==> src/rtl/somador_pkg.sv <==
// Shared types and constants for the two-requester sum-job scheduler.
// State encoding, field widths and the job-length clamp.
package somador_pkg;

  localparam int ADDR_W  = 5;
  localparam int LEN_W   = 6;
  localparam int MAX_LEN = 32;

  typedef enum logic [2:0] {
    IDLE   = 3'd0,
    CLEAR  = 3'd1,
    READ   = 3'd2,
    ACCUM  = 3'd3,
    TRANSF = 3'd4,
    WRITE  = 3'd5,
    DONE   = 3'd6
  } state_t;

  // Lengths beyond the memory size would only revisit the same words.
  function automatic logic [LEN_W-1:0] clamp_len(input logic [LEN_W-1:0] len);
    return (len > LEN_W'(MAX_LEN)) ? LEN_W'(MAX_LEN) : len;
  endfunction

endpackage

==> src/rtl/somador_scheduler_arb.sv <==
// Two-way round-robin arbiter, combinational one-hot grant, 0-cycle latency.
// Priority pointer moves to the other requester only when a grant is issued.
module rr_arbiter_2 (
  input  logic       clk,
  input  logic       reset,
  input  logic [1:0] i_req,
  input  logic       i_en,
  output logic [1:0] o_gnt
);

  logic r_ptr;

  always_comb begin
    o_gnt = 2'b00;
    if (i_en) begin
      if (i_req[0] && (!i_req[1] || !r_ptr))
        o_gnt = 2'b01;
      else if (i_req[1])
        o_gnt = 2'b10;
    end
  end

  always_ff @(posedge clk) begin
    if (reset)
      r_ptr <= 1'b0;
    else if (o_gnt[0])
      r_ptr <= 1'b1;
    else if (o_gnt[1])
      r_ptr <= 1'b0;
  end

endmodule

==> src/rtl/somador_scheduler.sv <==
// Sum-job scheduler driving the memory/accumulator strobes; 2*len+4 cycles grant to done.
// Requests are accepted only in IDLE; ready is a same-cycle combinational grant.
module somador_scheduler
  import somador_pkg::*;
(
  input  logic              clk,
  input  logic              reset,
  input  logic              req0_valid,
  input  logic [ADDR_W-1:0] req0_base,
  input  logic [LEN_W-1:0]  req0_len,
  input  logic [ADDR_W-1:0] req0_dest,
  output logic              req0_ready,
  output logic              req0_done,
  input  logic              req1_valid,
  input  logic [ADDR_W-1:0] req1_base,
  input  logic [LEN_W-1:0]  req1_len,
  input  logic [ADDR_W-1:0] req1_dest,
  output logic              req1_ready,
  output logic              req1_done,
  output logic [ADDR_W-1:0] address,
  output logic              rden,
  output logic              load,
  output logic              clear,
  output logic              transf,
  output logic              wren,
  output logic              busy
);

  state_t            r_state;
  logic [ADDR_W-1:0] r_base;
  logic [ADDR_W-1:0] r_dest;
  logic [ADDR_W-1:0] r_addr;
  logic [LEN_W-1:0]  r_len;
  logic [LEN_W-1:0]  r_idx;
  logic              r_id;
  logic              r_rden;
  logic              r_load;
  logic              r_clear;
  logic              r_transf;
  logic              r_wren;
  logic              r_done0;
  logic              r_done1;

  logic [1:0]        w_grant;
  logic              w_arb_en;
  logic [ADDR_W-1:0] w_sel_base;
  logic [ADDR_W-1:0] w_sel_dest;
  logic [LEN_W-1:0]  w_sel_len;
  logic [LEN_W-1:0]  w_idx_nxt;

  assign w_arb_en = (r_state == IDLE) && !reset;

  rr_arbiter_2 u_arb (
    .clk   (clk),
    .reset (reset),
    .i_req ({req1_valid, req0_valid}),
    .i_en  (w_arb_en),
    .o_gnt (w_grant)
  );

  assign w_sel_base = w_grant[1] ? req1_base : req0_base;
  assign w_sel_len  = w_grant[1] ? req1_len  : req0_len;
  assign w_sel_dest = w_grant[1] ? req1_dest : req0_dest;
  assign w_idx_nxt  = r_idx + LEN_W'(1);

  always_ff @(posedge clk) begin
    if (reset) begin
      r_state  <= IDLE;
      r_base   <= '0;
      r_dest   <= '0;
      r_addr   <= '0;
      r_len    <= '0;
      r_idx    <= '0;
      r_id     <= 1'b0;
      r_rden   <= 1'b0;
      r_load   <= 1'b0;
      r_clear  <= 1'b0;
      r_transf <= 1'b0;
      r_wren   <= 1'b0;
      r_done0  <= 1'b0;
      r_done1  <= 1'b0;
    end else begin
      // Strobes are single-cycle; each state arms only the next one.
      r_rden   <= 1'b0;
      r_load   <= 1'b0;
      r_clear  <= 1'b0;
      r_transf <= 1'b0;
      r_wren   <= 1'b0;
      r_done0  <= 1'b0;
      r_done1  <= 1'b0;
      case (r_state)
        IDLE: begin
          if (|w_grant) begin
            r_base  <= w_sel_base;
            r_len   <= clamp_len(w_sel_len);
            r_dest  <= w_sel_dest;
            r_id    <= w_grant[1];
            r_clear <= 1'b1;
            r_state <= CLEAR;
          end
        end
        CLEAR: begin
          r_idx <= '0;
          if (r_len == '0) begin
            r_transf <= 1'b1;
            r_state  <= TRANSF;
          end else begin
            r_addr  <= r_base;
            r_rden  <= 1'b1;
            r_state <= READ;
          end
        end
        READ: begin
          r_load  <= 1'b1;
          r_state <= ACCUM;
        end
        ACCUM: begin
          r_idx <= w_idx_nxt;
          if (w_idx_nxt == r_len) begin
            r_transf <= 1'b1;
            r_state  <= TRANSF;
          end else begin
            r_addr  <= r_base + w_idx_nxt[ADDR_W-1:0];
            r_rden  <= 1'b1;
            r_state <= READ;
          end
        end
        TRANSF: begin
          r_addr  <= r_dest;
          r_wren  <= 1'b1;
          r_state <= WRITE;
        end
        WRITE: begin
          r_done0 <= !r_id;
          r_done1 <= r_id;
          r_state <= DONE;
        end
        DONE:    r_state <= IDLE;
        default: r_state <= IDLE;
      endcase
    end
  end

  assign req0_ready = w_grant[0];
  assign req1_ready = w_grant[1];
  assign req0_done  = r_done0;
  assign req1_done  = r_done1;
  assign address    = r_addr;
  assign rden       = r_rden;
  assign load       = r_load;
  assign clear      = r_clear;
  assign transf     = r_transf;
  assign wren       = r_wren;
  assign busy       = (r_state != IDLE);

endmodule

==> config.mk <==
export PLATFORM = sky130hd
export DESIGN_NAME = somador_scheduler
export DESIGN_NICKNAME = d
export VERILOG_FILES = /design/src/rtl/somador_pkg.sv /design/src/rtl/somador_scheduler_arb.sv /design/src/rtl/somador_scheduler.sv
export SDC_FILE = /design/constraint.sdc
export NUM_CORES = 1
export LEC_CHECK = 0
export ABC_AREA = 0
export BUFFER_PORTS_ARGS = -buffer_cell sky130_fd_sc_hd__buf_2
export CORE_ASPECT_RATIO = 0.5
export CORE_UTILIZATION = 45
export CTS_CLUSTER_SIZE = 14
export DETAILED_ROUTE_END_ITERATION = 10
export PLACE_DENSITY = 0.69
export SYNTH_ARGS = -nofsm -noshare
export SYNTH_HDL_FRONTEND = slang
export SYNTH_HIERARCHICAL = 1
export SYNTH_SLANG_ARGS = --single-unit
==> constraint.sdc <==
create_clock -name clk -period 3.5 [get_ports clk]
set_input_delay 0.175 -clock clk [delete_from_list [all_inputs] [get_ports clk]]
set_output_delay 0.175 -clock clk [all_outputs]
set_load 0.05 [all_outputs]
==> metrics <==
status=finished clean; # diodes=0; starting density of the core=0.479; hpwl dp=3.80 mm; via count=1,979; Synth Area per Inst=8.57 um^2; CP most frequent cell=nor2_1; Total GRT Usage=0.216; mapped cell area=2150 um^2; Chip Height=50.9 um; Syn Nets=293; CP startpoint kind=flip-flop; Critical Path, Cell by Cell=or2_1 -> nor2_1 -> inv_2 -> nor2_1 -> nand2_1 -> a21oi_1 -> nor2_1 -> nor2_2 -> buf_4 -> nor2_1 -> a211oi_1; maximum VDD drop=0.372 mV; Final Core Density=0.572; PD cells=885 nW/um^2; total CTS buffers=5; Setup Fix Bufs, Post-CTS=0; DRT iter0 DRCs=159; Clock Latency Late Sink=0.30 ns; grt ovf=0; first-pass detailed-route iteration total=4; top post-synthesis cells by area=dfxtp_1, mux2i_1, a211oi_1; Slew headroom=0.606; antenna violations before repair=0; largest net degree at the start of global routing=33; first-pass GRT wire length=8.25 mm; most frequent cells in the layout=buf_2, dfxtp_1, nor2_1; RSZ-0062 raised after global routing=false; Slew Viols, Final=0; Clock Path Buffers=2; R2R cell count=11; largest area contributor in the netlist=dfxtp_1; post-route ant nets=0; LEAKAGE=0.00106 uW; kind of critical path=reg -> reg; clk sinks=39; critical path's slowest cell=dfxtp_1; biggest cell delay along the critical path=0.46 ns; WL/cell=13.8 um; worst hold path type=in -> reg; Post-synth EDFFs=0; Tcrit/Tclk final=0.795; hold depth=2; WP data required=3.71 ns; setup violators final=0; hold_ws=0.116 ns; row cnt=17; Synth Flop Type=dfxtp_1; P&R area growth vs syn=19.4%; CTS tree=yes; residual DRC count=0; final setup TNS=0 ns; Die Area=5080 um^2; fin nets=339; Worst Tran Pin Value=0.591 ns; FFs w/ async S/R, synth=0; core area=4490 um^2; min cycle time layout=2.78 ns; Distinct cells, synth=49; final wirelength=5.03 mm; post-cts hold buffer count=0; post-synth top area share=0.363; post-route insts no fill=364; flops & latches, synth=39; share of layout cells above drive strength 1=0.245; Worst-path clk slew=0.08 ns; Critical Path AT=2.99 ns; Root Buffer=clkbuf_8; commonest non-fill, non-tap cell in the layout=buf_2; vias in the first global route=1,712; post-CTS sizing=0; gpl congestion=0.925; cells after synthesis=251; Cell Area, Placed=2450 um^2; port bufs=50; Die Width=99.8 um; Placed Instances=356; max-cap viol count=0; register area share after synthesis=0.363; CP endpoint kind=flip-flop; Design Area, Final=2570 um^2; H-tree levels=2; Syn. warnings=6; endpoints failing hold=0; achievable frequency=0.359 GHz; Clock Skew=0.00784 ns; Ports=51; CP Max Fanout=16; vias per inst=5.44
## final timing paths
kind                 endpoint       start  slack (ns)
setup / recovery     r_len[3]  r_state[1]        0.72
hold / removal    u_arb/r_ptr  req1_valid        0.12
setup reg to reg     r_len[3]  r_state[1]        0.72
hold reg to reg     req0_done        r_id        0.45
## sequential cells by signal (all words and copies together) (netlist names)
| register | flops |
|---|---|
| address | 5 |
| clear | 1 |
| load | 1 |
| r_base | 5 |
| r_dest | 5 |
| r_id | 1 |
| r_idx | 6 |
| r_len | 6 |
| r_state | 3 |
| rden | 1 |
| req0_done | 1 |
| req1_done | 1 |
| transf | 1 |
| u_arb/r_ptr | 1 |
| wren | 1 |
## critical path: cells and delay by family, from the launching register on
family	cells	cell delay [ns]
AND/OR/NAND/NOR	7	1.36
AO/OA/AOI/OAI	2	0.49
flip-flops	1	0.46
buffers and inverters	2	0.37
## cells by family after synthesis
kind of cell | Yosys count | synth area share
AOI/OAI and AO/OA | 65 | 0.227
xor gates and xnor gates | 12 | 0.0489
adders and majority gates | 6 | 0.0384
buffers and inverters | 23 | 0.0454
DFF | 39 | 0.363
muxes | 16 | 0.0745
and+or+nand+nor | 90 | 0.203
## layout make-up
cell class / count / area (um^2)
tap: 66 / 82.6
clock buffer: 6 / 82.6
timing repair buffer: 54 / 280
fill: 410 / 1920
clock inverter: 2 / 35.0
multi-input combinational: 189 / 1280
sequential: 39 / 781
inverter: 8 / 30.0
## where the power goes
group / total (uW) / switching [uW] / internal (uW)
combinational: 1130 / 712 / 415
clock: 392 / 162 / 231
sequential: 753 / 164 / 589
total: 2270 / 1040 / 1230
## layer usage
layer / up-vias / part of all wire / track usage
li1: 1008 / - / -
met1: 883 / 0.52 / 0.308
met2: 81 / 0.38 / 0.306
met3: 7 / 0.080 / 0.0616
met4: 0 / 0.013 / 0.0809
met5: - / 0 / 0
## cell usage after synthesis (3+ instances only)
library cell  count
a211oi_1         15
a21oi_1          11
a22oi_1           8
and3_1            4
buf_2             3
clkbuf_1         10
dfxtp_1          39
ha_1              5
inv_1             7
mux2i_1          16
nand2_1          21
nand2b_1          3
nand3_1           6
nor2_1           30
nor3_1            9
o21ai_0           3
o22ai_1           7
xnor2_1           6
xor2_1            6
## metrics by stage
stage | worst slack (ns) | power [uW]
final | 0.717 | 2270
after global placement | 0.935 | 1840
after global routing | 0.411 | 2430
after detailed placement | 0.763 | 1870
after CTS | 0.724 | 2270
after floorplan | 0.278 | 1600
No activity file was read; power rests on OpenSTA's default activity.
